## config.mk

```make
export PLATFORM = sky130hd
export DESIGN_NAME = wb_stage_flat
export DESIGN_NICKNAME = d
export VERILOG_FILES = /design/src/rtl/wb_stage_pkg.sv /design/src/rtl/wb_stage_if.sv /design/src/rtl/wb_stage_wait_timer.sv /design/src/rtl/wb_stage.sv /design/src/flat_wrapper.sv
export SDC_FILE = /design/constraint.sdc
export NUM_CORES = 1
export LEC_CHECK = 0
export CAP_MARGIN = 20
export CORE_MARGIN = 2
export CORE_UTILIZATION = 48
export CTS_BUF_LIST = sky130_fd_sc_hd__clkbuf_8
export CTS_CLUSTER_SIZE = 8
export DETAILED_ROUTE_END_ITERATION = 16
export GPL_ROUTABILITY_DRIVEN = 0
export GPL_TIMING_DRIVEN = 0
export PLACE_DENSITY_LB_ADDON = 0.1
export SLEW_MARGIN = 30
export SYNTH_ARGS = -nofsm -noshare
export SYNTH_HDL_FRONTEND = slang
export SYNTH_SLANG_ARGS = --single-unit
```

## constraint.sdc

```tcl
create_clock -name clk -period 2.16 [get_ports clk]
set_input_delay 0.324 -clock clk [delete_from_list [all_inputs] [get_ports clk]]
set_output_delay 0.324 -clock clk [all_outputs]
set_load 0.05 [all_outputs]
```

## src/rtl/wb_stage_pkg.sv

```systemverilog
// Shared types and constants for the writeback stage and its wait timer.
package wb_stage_pkg;

    localparam int TIMEOUT_DEFAULT = 15;
    localparam int WAIT_CNT_W      = 8;

    typedef enum logic {
        IDLE     = 1'b0,
        MEM_WAIT = 1'b1
    } wb_state_e;

    typedef enum logic [1:0] {
        OP_ALU   = 2'd0,
        OP_LOAD  = 2'd1,
        OP_STORE = 2'd2,
        OP_BAD   = 2'd3
    } op_class_e;

    // An instruction flagged as both load and store is malformed and gets OP_BAD.
    function automatic op_class_e classify_op(input logic is_load, input logic is_store);
        op_class_e result;
        case ({is_load, is_store})
            2'b00:   result = OP_ALU;
            2'b10:   result = OP_LOAD;
            2'b01:   result = OP_STORE;
            default: result = OP_BAD;
        endcase
        return result;
    endfunction

endpackage

```

## src/rtl/wb_stage_if.sv

```systemverilog
// Upstream, data-memory and register-file signals of the writeback stage.
interface wb_stage_if #(
    parameter int raw = 4
);
    logic             in_valid_i;
    logic             in_ready_o;
    logic             is_load_i;
    logic             is_store_i;
    logic [7:0]       alu_result_i;
    logic [7:0]       mem_addr_i;
    logic [7:0]       store_data_i;
    logic [raw-1:0]   rt_addr_i;
    logic             func_i;

    logic             mem_req_o;
    logic             mem_we_o;
    logic [7:0]       mem_addr_o;
    logic [7:0]       mem_wdata_o;
    logic             mem_ack_i;
    logic [7:0]       mem_rdata_i;

    logic             wen_o;
    logic [7:0]       write_data_o;
    logic [raw-1:0]   rt_addr_o;
    logic             func_o;
    logic             err_o;

    // The stage itself.
    modport slave (
        input  in_valid_i, is_load_i, is_store_i, alu_result_i, mem_addr_i,
               store_data_i, rt_addr_i, func_i, mem_ack_i, mem_rdata_i,
        output in_ready_o, mem_req_o, mem_we_o, mem_addr_o, mem_wdata_o,
               wen_o, write_data_o, rt_addr_o, func_o, err_o
    );

    // The surrounding pipeline and memory.
    modport master (
        output in_valid_i, is_load_i, is_store_i, alu_result_i, mem_addr_i,
               store_data_i, rt_addr_i, func_i, mem_ack_i, mem_rdata_i,
        input  in_ready_o, mem_req_o, mem_we_o, mem_addr_o, mem_wdata_o,
               wen_o, write_data_o, rt_addr_o, func_o, err_o
    );

endinterface

```

## src/rtl/wb_stage_wait_timer.sv

```systemverilog
// Counts memory-wait cycles without an acknowledge and flags when LIMIT is reached.
module wb_stage_wait_timer
    import wb_stage_pkg::*;
#(
    parameter int LIMIT = TIMEOUT_DEFAULT
) (
    input  logic clk,
    input  logic reset,
    input  logic clear,
    input  logic tick,
    output logic expired
);

    localparam logic [WAIT_CNT_W-1:0] LIMIT_CNT = WAIT_CNT_W'(LIMIT);

    logic [WAIT_CNT_W-1:0] count;

    always_ff @(posedge clk) begin
        if (reset) begin
            count <= '0;
        end else if (clear) begin
            count <= '0;
        end else if (tick) begin
            count <= count + WAIT_CNT_W'(1);
        end
    end

    assign expired = (count == LIMIT_CNT);

endmodule

```

## src/rtl/wb_stage.sv

```systemverilog
// Writeback stage: retires ALU results directly and runs loads/stores against
// data memory with a bounded wait, reporting malformed ops and timeouts on err_o.
module wb_stage
    import wb_stage_pkg::*;
#(
    parameter int raw     = 4,
    parameter int TIMEOUT = TIMEOUT_DEFAULT
) (
    input  logic       clk,
    input  logic       reset,
    wb_stage_if.slave  bus
);

    wb_state_e      state;
    wb_state_e      state_next;
    op_class_e      op_class;
    logic           accept;

    logic           timer_clear;
    logic           timer_tick;
    logic           timer_expired;

    logic           capture_mem;
    logic           take_input_dest;
    logic           take_pend_dest;
    logic           wen_next;
    logic           err_next;
    logic [7:0]     wdata_next;

    logic           pend_store;
    logic [raw-1:0] pend_rt;
    logic           pend_func;
    logic [7:0]     mem_addr_q;
    logic [7:0]     mem_wdata_q;

    logic           wen_q;
    logic           err_q;
    logic [7:0]     wdata_q;
    logic [raw-1:0] rt_q;
    logic           func_q;

    wb_stage_wait_timer #(
        .LIMIT (TIMEOUT)
    ) u_wait_timer (
        .clk     (clk),
        .reset   (reset),
        .clear   (timer_clear),
        .tick    (timer_tick),
        .expired (timer_expired)
    );

    always_ff @(posedge clk) begin
        if (reset) begin
            state <= IDLE;
        end else begin
            state <= state_next;
        end
    end

    // An acknowledge on the expiry cycle still completes the access.
    always_comb begin
        state_next      = state;
        capture_mem     = 1'b0;
        take_input_dest = 1'b0;
        take_pend_dest  = 1'b0;
        wen_next        = 1'b0;
        err_next        = 1'b0;
        wdata_next      = wdata_q;
        timer_clear     = 1'b0;
        timer_tick      = 1'b0;
        accept          = (state == IDLE) && bus.in_valid_i;
        op_class        = classify_op(bus.is_load_i, bus.is_store_i);

        case (state)
            IDLE: begin
                if (accept) begin
                    case (op_class)
                        OP_ALU: begin
                            wen_next        = 1'b1;
                            wdata_next      = bus.alu_result_i;
                            take_input_dest = 1'b1;
                        end
                        OP_LOAD, OP_STORE: begin
                            state_next  = MEM_WAIT;
                            capture_mem = 1'b1;
                            timer_clear = 1'b1;
                        end
                        default: begin
                            err_next = 1'b1;
                        end
                    endcase
                end
            end
            MEM_WAIT: begin
                if (bus.mem_ack_i) begin
                    state_next = IDLE;
                    if (!pend_store) begin
                        wen_next       = 1'b1;
                        wdata_next     = bus.mem_rdata_i;
                        take_pend_dest = 1'b1;
                    end
                end else if (timer_expired) begin
                    state_next = IDLE;
                    err_next   = 1'b1;
                end else begin
                    timer_tick = 1'b1;
                end
            end
            default: begin
                state_next = IDLE;
            end
        endcase
    end

    always_ff @(posedge clk) begin
        if (reset) begin
            pend_store  <= 1'b0;
            pend_rt     <= '0;
            pend_func   <= 1'b0;
            mem_addr_q  <= '0;
            mem_wdata_q <= '0;
            wen_q       <= 1'b0;
            err_q       <= 1'b0;
            wdata_q     <= '0;
            rt_q        <= '0;
            func_q      <= 1'b0;
        end else begin
            wen_q   <= wen_next;
            err_q   <= err_next;
            wdata_q <= wdata_next;
            if (capture_mem) begin
                pend_store  <= bus.is_store_i;
                pend_rt     <= bus.rt_addr_i;
                pend_func   <= bus.func_i;
                mem_addr_q  <= bus.mem_addr_i;
                mem_wdata_q <= bus.store_data_i;
            end
            if (take_input_dest) begin
                rt_q   <= bus.rt_addr_i;
                func_q <= bus.func_i;
            end else if (take_pend_dest) begin
                rt_q   <= pend_rt;
                func_q <= pend_func;
            end
        end
    end

    assign bus.in_ready_o   = (state == IDLE);
    assign bus.mem_req_o    = (state == MEM_WAIT);
    assign bus.mem_we_o     = (state == MEM_WAIT) && pend_store;
    assign bus.mem_addr_o   = mem_addr_q;
    assign bus.mem_wdata_o  = mem_wdata_q;
    assign bus.wen_o        = wen_q;
    assign bus.write_data_o = wdata_q;
    assign bus.rt_addr_o    = rt_q;
    assign bus.func_o       = func_q;
    assign bus.err_o        = err_q;

endmodule
```

## src/flat_wrapper.sv

```systemverilog
// flat-port wrapper written by rule: the top's interface ports become plain ports
module wb_stage_flat import wb_stage_pkg::*;
#(
    parameter int raw     = 4,
    parameter int TIMEOUT = TIMEOUT_DEFAULT
)
  (clk, reset, bus_in_valid_i, bus_is_load_i, bus_is_store_i, bus_alu_result_i, bus_mem_addr_i, bus_store_data_i, bus_rt_addr_i, bus_func_i, bus_mem_ack_i, bus_mem_rdata_i, bus_in_ready_o, bus_mem_req_o, bus_mem_we_o, bus_mem_addr_o, bus_mem_wdata_o, bus_wen_o, bus_write_data_o, bus_rt_addr_o, bus_func_o, bus_err_o);
  wb_stage_if #(.raw(raw)) bus_i ();
  input  logic clk;
  input  logic reset;
  input wire logic [$bits(bus_i.in_valid_i)-1:0] bus_in_valid_i;
  input wire logic [$bits(bus_i.is_load_i)-1:0] bus_is_load_i;
  input wire logic [$bits(bus_i.is_store_i)-1:0] bus_is_store_i;
  input wire logic [$bits(bus_i.alu_result_i)-1:0] bus_alu_result_i;
  input wire logic [$bits(bus_i.mem_addr_i)-1:0] bus_mem_addr_i;
  input wire logic [$bits(bus_i.store_data_i)-1:0] bus_store_data_i;
  input wire logic [$bits(bus_i.rt_addr_i)-1:0] bus_rt_addr_i;
  input wire logic [$bits(bus_i.func_i)-1:0] bus_func_i;
  input wire logic [$bits(bus_i.mem_ack_i)-1:0] bus_mem_ack_i;
  input wire logic [$bits(bus_i.mem_rdata_i)-1:0] bus_mem_rdata_i;
  output wire logic [$bits(bus_i.in_ready_o)-1:0] bus_in_ready_o;
  output wire logic [$bits(bus_i.mem_req_o)-1:0] bus_mem_req_o;
  output wire logic [$bits(bus_i.mem_we_o)-1:0] bus_mem_we_o;
  output wire logic [$bits(bus_i.mem_addr_o)-1:0] bus_mem_addr_o;
  output wire logic [$bits(bus_i.mem_wdata_o)-1:0] bus_mem_wdata_o;
  output wire logic [$bits(bus_i.wen_o)-1:0] bus_wen_o;
  output wire logic [$bits(bus_i.write_data_o)-1:0] bus_write_data_o;
  output wire logic [$bits(bus_i.rt_addr_o)-1:0] bus_rt_addr_o;
  output wire logic [$bits(bus_i.func_o)-1:0] bus_func_o;
  output wire logic [$bits(bus_i.err_o)-1:0] bus_err_o;
  assign bus_i.in_valid_i = bus_in_valid_i;
  assign bus_i.is_load_i = bus_is_load_i;
  assign bus_i.is_store_i = bus_is_store_i;
  assign bus_i.alu_result_i = bus_alu_result_i;
  assign bus_i.mem_addr_i = bus_mem_addr_i;
  assign bus_i.store_data_i = bus_store_data_i;
  assign bus_i.rt_addr_i = bus_rt_addr_i;
  assign bus_i.func_i = bus_func_i;
  assign bus_i.mem_ack_i = bus_mem_ack_i;
  assign bus_i.mem_rdata_i = bus_mem_rdata_i;
  assign bus_in_ready_o = bus_i.in_ready_o;
  assign bus_mem_req_o = bus_i.mem_req_o;
  assign bus_mem_we_o = bus_i.mem_we_o;
  assign bus_mem_addr_o = bus_i.mem_addr_o;
  assign bus_mem_wdata_o = bus_i.mem_wdata_o;
  assign bus_wen_o = bus_i.wen_o;
  assign bus_write_data_o = bus_i.write_data_o;
  assign bus_rt_addr_o = bus_i.rt_addr_o;
  assign bus_func_o = bus_i.func_o;
  assign bus_err_o = bus_i.err_o;
  wb_stage #(.raw(raw), .TIMEOUT(TIMEOUT)) u_core (.clk(clk), .reset(reset), .bus(bus_i));
endmodule
```

Yosys cells after proc, flatten, opt, wreduce, memory -nomap -nowiden

Cells that the tools add are included.

Register bits after elaboration: 46
Latch bits: 0
RAM bits: 0
ROM bits: 0
Input port bits: 43
Output and inout bits: 34
Word-level logic and storage cells: 61
Memories: 0

$add $sub $neg: 1
Multipliers: 0
Divide/modulo/power cells: 0
Magnitude comparators: 0
Eq/ne operators: 9
Shifts and indexed selects: 0
Muxes and demuxes: 29
Bitwise operators: 1
Reduce and logical (&&, ||, !) cells: 9

Operator list:

| kind                                                                   | number |
|---|---|
| 8-bit 2-to-1 mux                                                       | 4 |
| 1-bit 2-to-1 mux                                                       | 18 |
| 8-bit case mux with 2 select lines                                     | 1 |
| 8-bit by 1-bit adder with 8-bit output (second input constant)         | 1 |
| 8-bit by 4-bit equality test with 1-bit output (second input constant) | 1 |
| 4-bit 2-to-1 mux                                                       | 2 |
| 1-bit case mux with 2 select lines                                     | 3 |
| 2-bit case mux with 3 select lines                                     | 1 |
| 2-bit by 1-bit equality test with 1-bit output (second input constant) | 2 |
| 2-bit equality test (second input constant)                            | 2 |
| 2-bit logical NOT                                                      | 2 |
| 2-bit by 1-bit != test with 1-bit output (second input constant)       | 2 |
| 2-bit != test (second input constant)                                  | 2 |
| 4-bit AND reduction                                                    | 1 |
| 2-bit OR reduction                                                     | 2 |
| 3-bit OR reduction                                                     | 1 |
| 1-bit logical AND                                                      | 2 |
| 2-bit nonzero test                                                     | 1 |
| 1-bit NOT                                                              | 1 |

Depth between registers and ports, before layout

Word-level depth: 8
Mapped depth: 8
Gate-level depth less buffers: 5

By module

A second synthesis with hierarchy kept.

Cells, all modules: 227
Area total of the unflattened synthesis: 1988.2 um^2

Modules (own cells, without submodules):

| module              | instances | cells an instance | area each (um^2) | sequential area each (um^2) |
|---|---|---|---|---|
| wb_stage            | 1         | 187               | 1630.3           | 760.7 |
| wb_stage_wait_timer | 1         | 40                | 357.8            | 160.2 |

Least setup slack after synthesis

Ideal clock, no wire load.

Path type: reg-to-output
From: register u_core.state (netlist: u_core.bus.mem_req_o)
To: output bus_mem_we_o
Arrival time: 1.524 ns
Data required time: 1.836 ns
Setup slack: 0.312 ns
Stages on the path, launching flop included: 4
Path buffers: 2
Cell sequence: dfxtp_1 buf_4 buf_2 and2_1

Word-level cells in the longest chain between the ends: 1

Ends and longest elaborated chain:

| element                | line               | source |
|---|---|---|
| start, declared        | wb_stage.sv:14     | `wb_state_e state;` |
| start signal, assigned | wb_stage.sv:56     | `state <= state_next;` |
| 1-bit logical AND      | wb_stage.sv:150    | `assign bus.mem_we_o = (state == MEM_WAIT) && pend_store;` |
| end, declared          | flat_wrapper.sv:23 | `output wire logic [$bits(bus_i.mem_we_o)-1:0] bus_mem_we_o;` |

No other way between the ends.

Worst setup path after layout

From: register u_core.state (netlist: u_core.bus.mem_req_o)
To: output bus_in_ready_o

Word-level cells in the longest chain between the ends: 1

Ends and longest elaborated chain:

| element       | line               | source |
|---|---|---|
| 1-bit NOT     | wb_stage.sv:148    | `assign bus.in_ready_o = (state == IDLE);` |
| end, declared | flat_wrapper.sv:21 | `output wire logic [$bits(bus_i.in_ready_o)-1:0] bus_in_ready_o;` |

No other way between the ends.

==> summary.md <==
| Metric | Value |
|---|---|
| Status | `completed` |
| Initial antenna violation count | `0` |
| Flip-flop and latch count after synthesis | `46` |
| Fillers | `337` |
| Sw Ratio | `30.12%` |
| GRT Total Usage | `21.22%` |
| Reg power frac | `47.6%` |
| Total CTS buffers | `5` |
| Power Density | `675.9 nW/um^2` |
| Top cell type by total area after synthesis | `dfxtp_1` |
| Cell Rows | `23` |
| Final setup violation count | `0` |
| CTS sink count | `46` |
| DR iter-0 viols | `71` |
| Post-Route WL | `4621 um` |
| CTS tree | `built` |
| DR pass1 iterations | `4` |
| DP Area | `2771 um^2` |
| Synth-to-Final Area Change | `45.94%` |
| Routed WL per cell | `13.02 um` |
| Routed Antenna Nets | `0` |
| WP data required | `1840 ps` |
| Postcts setup bufs | `0` |
| Clock power share | `27.5%` |
| CP max FO | `8` |
| Final Util | `71.96%` |
| Crit path kind | `reg -> out` |
| Worst skew pair latency | `290 ps` |
| Die height | `67.87 um` |
| Internal Pwr Total | `1.350 mW` |
| Total Die Area | `4606 um^2` |
| CTS clock-pin slew for the worst setup and hold paths | `80 ps` |
| Vias | `1842` |
| Clock skew | `3.778 ps` |
| Slowest cell on crit path | `clkdlybuf4s50_1` |
| Final worst path period need | `1983 ps` |
| IO Pins | `77` |
| DIE WIDTH | `67.87 um` |
| CORE AREA | `3971 um^2` |
| Yosys top cell area share | `47.03%` |
| Maxcap violations | `0` |
| Top area cells in the synthesized netlist | `dfxtp_1 (47%), nand2_1 (9.0%), a21oi_1 (8.2%)` |
| IO buf count | `75` |
| Switching Power | `0.5817 mW` |
| Cts hold-fix bufs | `0` |
| Critical path's largest stage delay | `800 ps` |
| Dpl hpwl | `3371 um` |
| Post-synthesis sequential area ratio | `47.03%` |
| Final Hold Vio Count | `0` |
| Unrepaired setup endpoints after global routing | `no` |
| Dpl cells | `347` |
| Via density | `5.189` |
| CP Data Arrival Time | `1660 ps` |
| Combinational group share of total power | `25.0%` |
| CTS max path bufs | `2` |
| Critical Path, Cell by Cell | `buf_4 > inv_1 > clkdlybuf4s50_1` |
| DRC | `0` |
| Initial Utilization | `49.31%` |
| Final Non-Filler Cells | `355` |
| Mapped Nets | `268` |
| Period utilization | `91.80%` |
| Overall Power | `1.932 mW` |
| Avg Cell Area, Syn | `8.820 um^2` |
| Pin count of the biggest net entering global routing | `14` |
| Global-route wire length before repair | `7465 um` |
| Worst IR Drop VDD | `0.4447 mV` |
| YS warnings | `0` |
| Leak Pwr | `1.031 nW` |
| Slew margin rel. | `56.05%` |
| Synthesized area | `1958 um^2` |
| Synth cell types | `29` |
| CP delay by family, top | `buffers and inverters` |
| CP endpoint kind | `primary output` |
| Worst setup SP type | `flip-flop` |
| Clk root buf | `clkbuf_8` |
| Max Slew Vio Count | `0` |
| Slew of the pin with the lowest slew margin | `653.3 ps` |
| ANT cells | `0` |
| Share of cells above drive strength 1 | `6.557%` |
| Hold WC Path Type | `in -> reg` |
| Vias in the first global route | `1689` |
| Design Area, Final | `2858 um^2` |
| CTS H-tree depth | `2` |
| Gr ovfl total | `0` |
| Setup TNS | `0 ps` |
| Fmax | `504.3 MHz` |
| Fin nets | `350` |
| Mapped Cells | `222` |
| WP buf/inv | `3` |
## metal layers
layer	share of wire (%)	up-vias	GRT usage, %
met5	0	-	0
met4	1.3	0	7.250
met3	4.9	9	5.592
met2	49	49	35.05
met1	45	842	26.84
li1	-	942	-
## flip-flops by register name (all words and copies together) (netlist names)
signal,cells
u_core.pend_func,1
u_core.pend_rt,4
u_core.bus.wen_o,1
u_core.pend_store,1
u_core.bus.mem_req_o,1
u_core.bus.func_o,1
u_core.bus.err_o,1
u_core.bus.mem_addr_o,8
u_core.bus.rt_addr_o,4
u_core.bus.write_data_o,8
u_core.bus.mem_wdata_o,8
u_core.u_wait_timer.count,8
## metrics by stage
stage	hold slack, ps	setup WS [ps]
5_1_grt	392.6	97.18
3_5_place_dp	445.6	-43.27
2_1_floorplan	435.7	312.0
6_report	375.4	177.1
3_3_place_gp	441.1	7.665
4_1_cts	379.6	46.29
## final cells by class
| class | instances | area (um^2) | area share, % |
|---|---|---|---|
| buffer | 17 | 87.58 | 3.065 |
| tap | 50 | 62.56 | 2.189 |
| inverter | 7 | 26.28 | 0.9194 |
| timing repair buffer | 75 | 745.7 | 26.09 |
| clock buffer | 6 | 82.58 | 2.890 |
| multi-input combinational | 152 | 923.4 | 32.31 |
| clock inverter | 2 | 8.758 | 0.3065 |
| sequential | 46 | 920.9 | 32.22 |
## synth_stat cells, drive strengths merged
cell     instances
nand3b           2
a2111oi          1
buf              7
mux2i           15
nand3            5
nand4b           1
clkbuf          10
nor4             1
o21a             1
a211oi          11
o31ai            8
nor3b            1
or4              4
o21ai            2
and3             1
and3b            4
or3              1
dfxtp           46
ha               3
or2              1
nand4            1
a21oi           32
nand2           47
nor3             8
and2             2
inv              7
## power by group through the flow
stage	Combinational (mW)	Sequential, mW	Clock (mW)
global route	0.516	0.925	0.577
floorplan	0.153	1.08	0
global placement	0.478	0.938	0
finish	0.482	0.919	0.530
detailed placement	0.483	0.938	0
CTS	0.485	0.919	0.549
## path summary, 6_finish.rpt
check	slack, ps	endpoint	cells past startpoint	start
worst max-delay path	180	bus_in_ready_o	3	u_core.bus.mem_req_o$_SDFF_PP0_
worst max register to register	490	u_core.bus.write_data_o[7]$_SDFFE_PP0P_	6	u_core.bus.mem_req_o$_SDFF_PP0_
worst min-delay path	380	u_core.bus.write_data_o[0]$_SDFFE_PP0P_	2	reset
worst min register to register	460	u_core.pend_rt[0]$_SDFFE_PP0P_	2	u_core.pend_rt[0]$_SDFFE_PP0P_
## repair_timing
action | in CTS | in global routing
resized for setup | 1 | 2
setup endpoints to repair | 1 | 1
hold endpoints to repair | 0 | 0
## logic make-up after synthesis
group | count (synthesis) | synth area share [%]
and+or+nand+nor | 79 | 19.49
AOI/OAI and AO/OA | 55 | 18.08
buffers and inverters | 24 | 5.815
DFF | 46 | 47.03
adders and majority gates | 3 | 1.917
muxes | 15 | 7.668
## layout by cell type (no fill, tap or decap), drive strengths merged, types with 2 or more instances in the layout
| master | netlist | final |
|---|---|---|
| a211oi | 11 | 11 |
| a21oi | 32 | 32 |
| and2 | 2 | 2 |
| and3b | 4 | 4 |
| buf | 7 | 7 |
| clkbuf | 10 | 17 |
| clkdlybuf4s50 | 0 | 74 |
| dfxtp | 46 | 46 |
| ha | 3 | 3 |
| inv | 7 | 8 |
| mux2i | 15 | 15 |
| nand2 | 47 | 47 |
| nand3 | 5 | 5 |
| nand3b | 2 | 2 |
| nor3 | 8 | 8 |
| o21ai | 2 | 2 |
| o31ai | 8 | 8 |
| or4 | 4 | 4 |
Power figures use the tool's default switching activity.
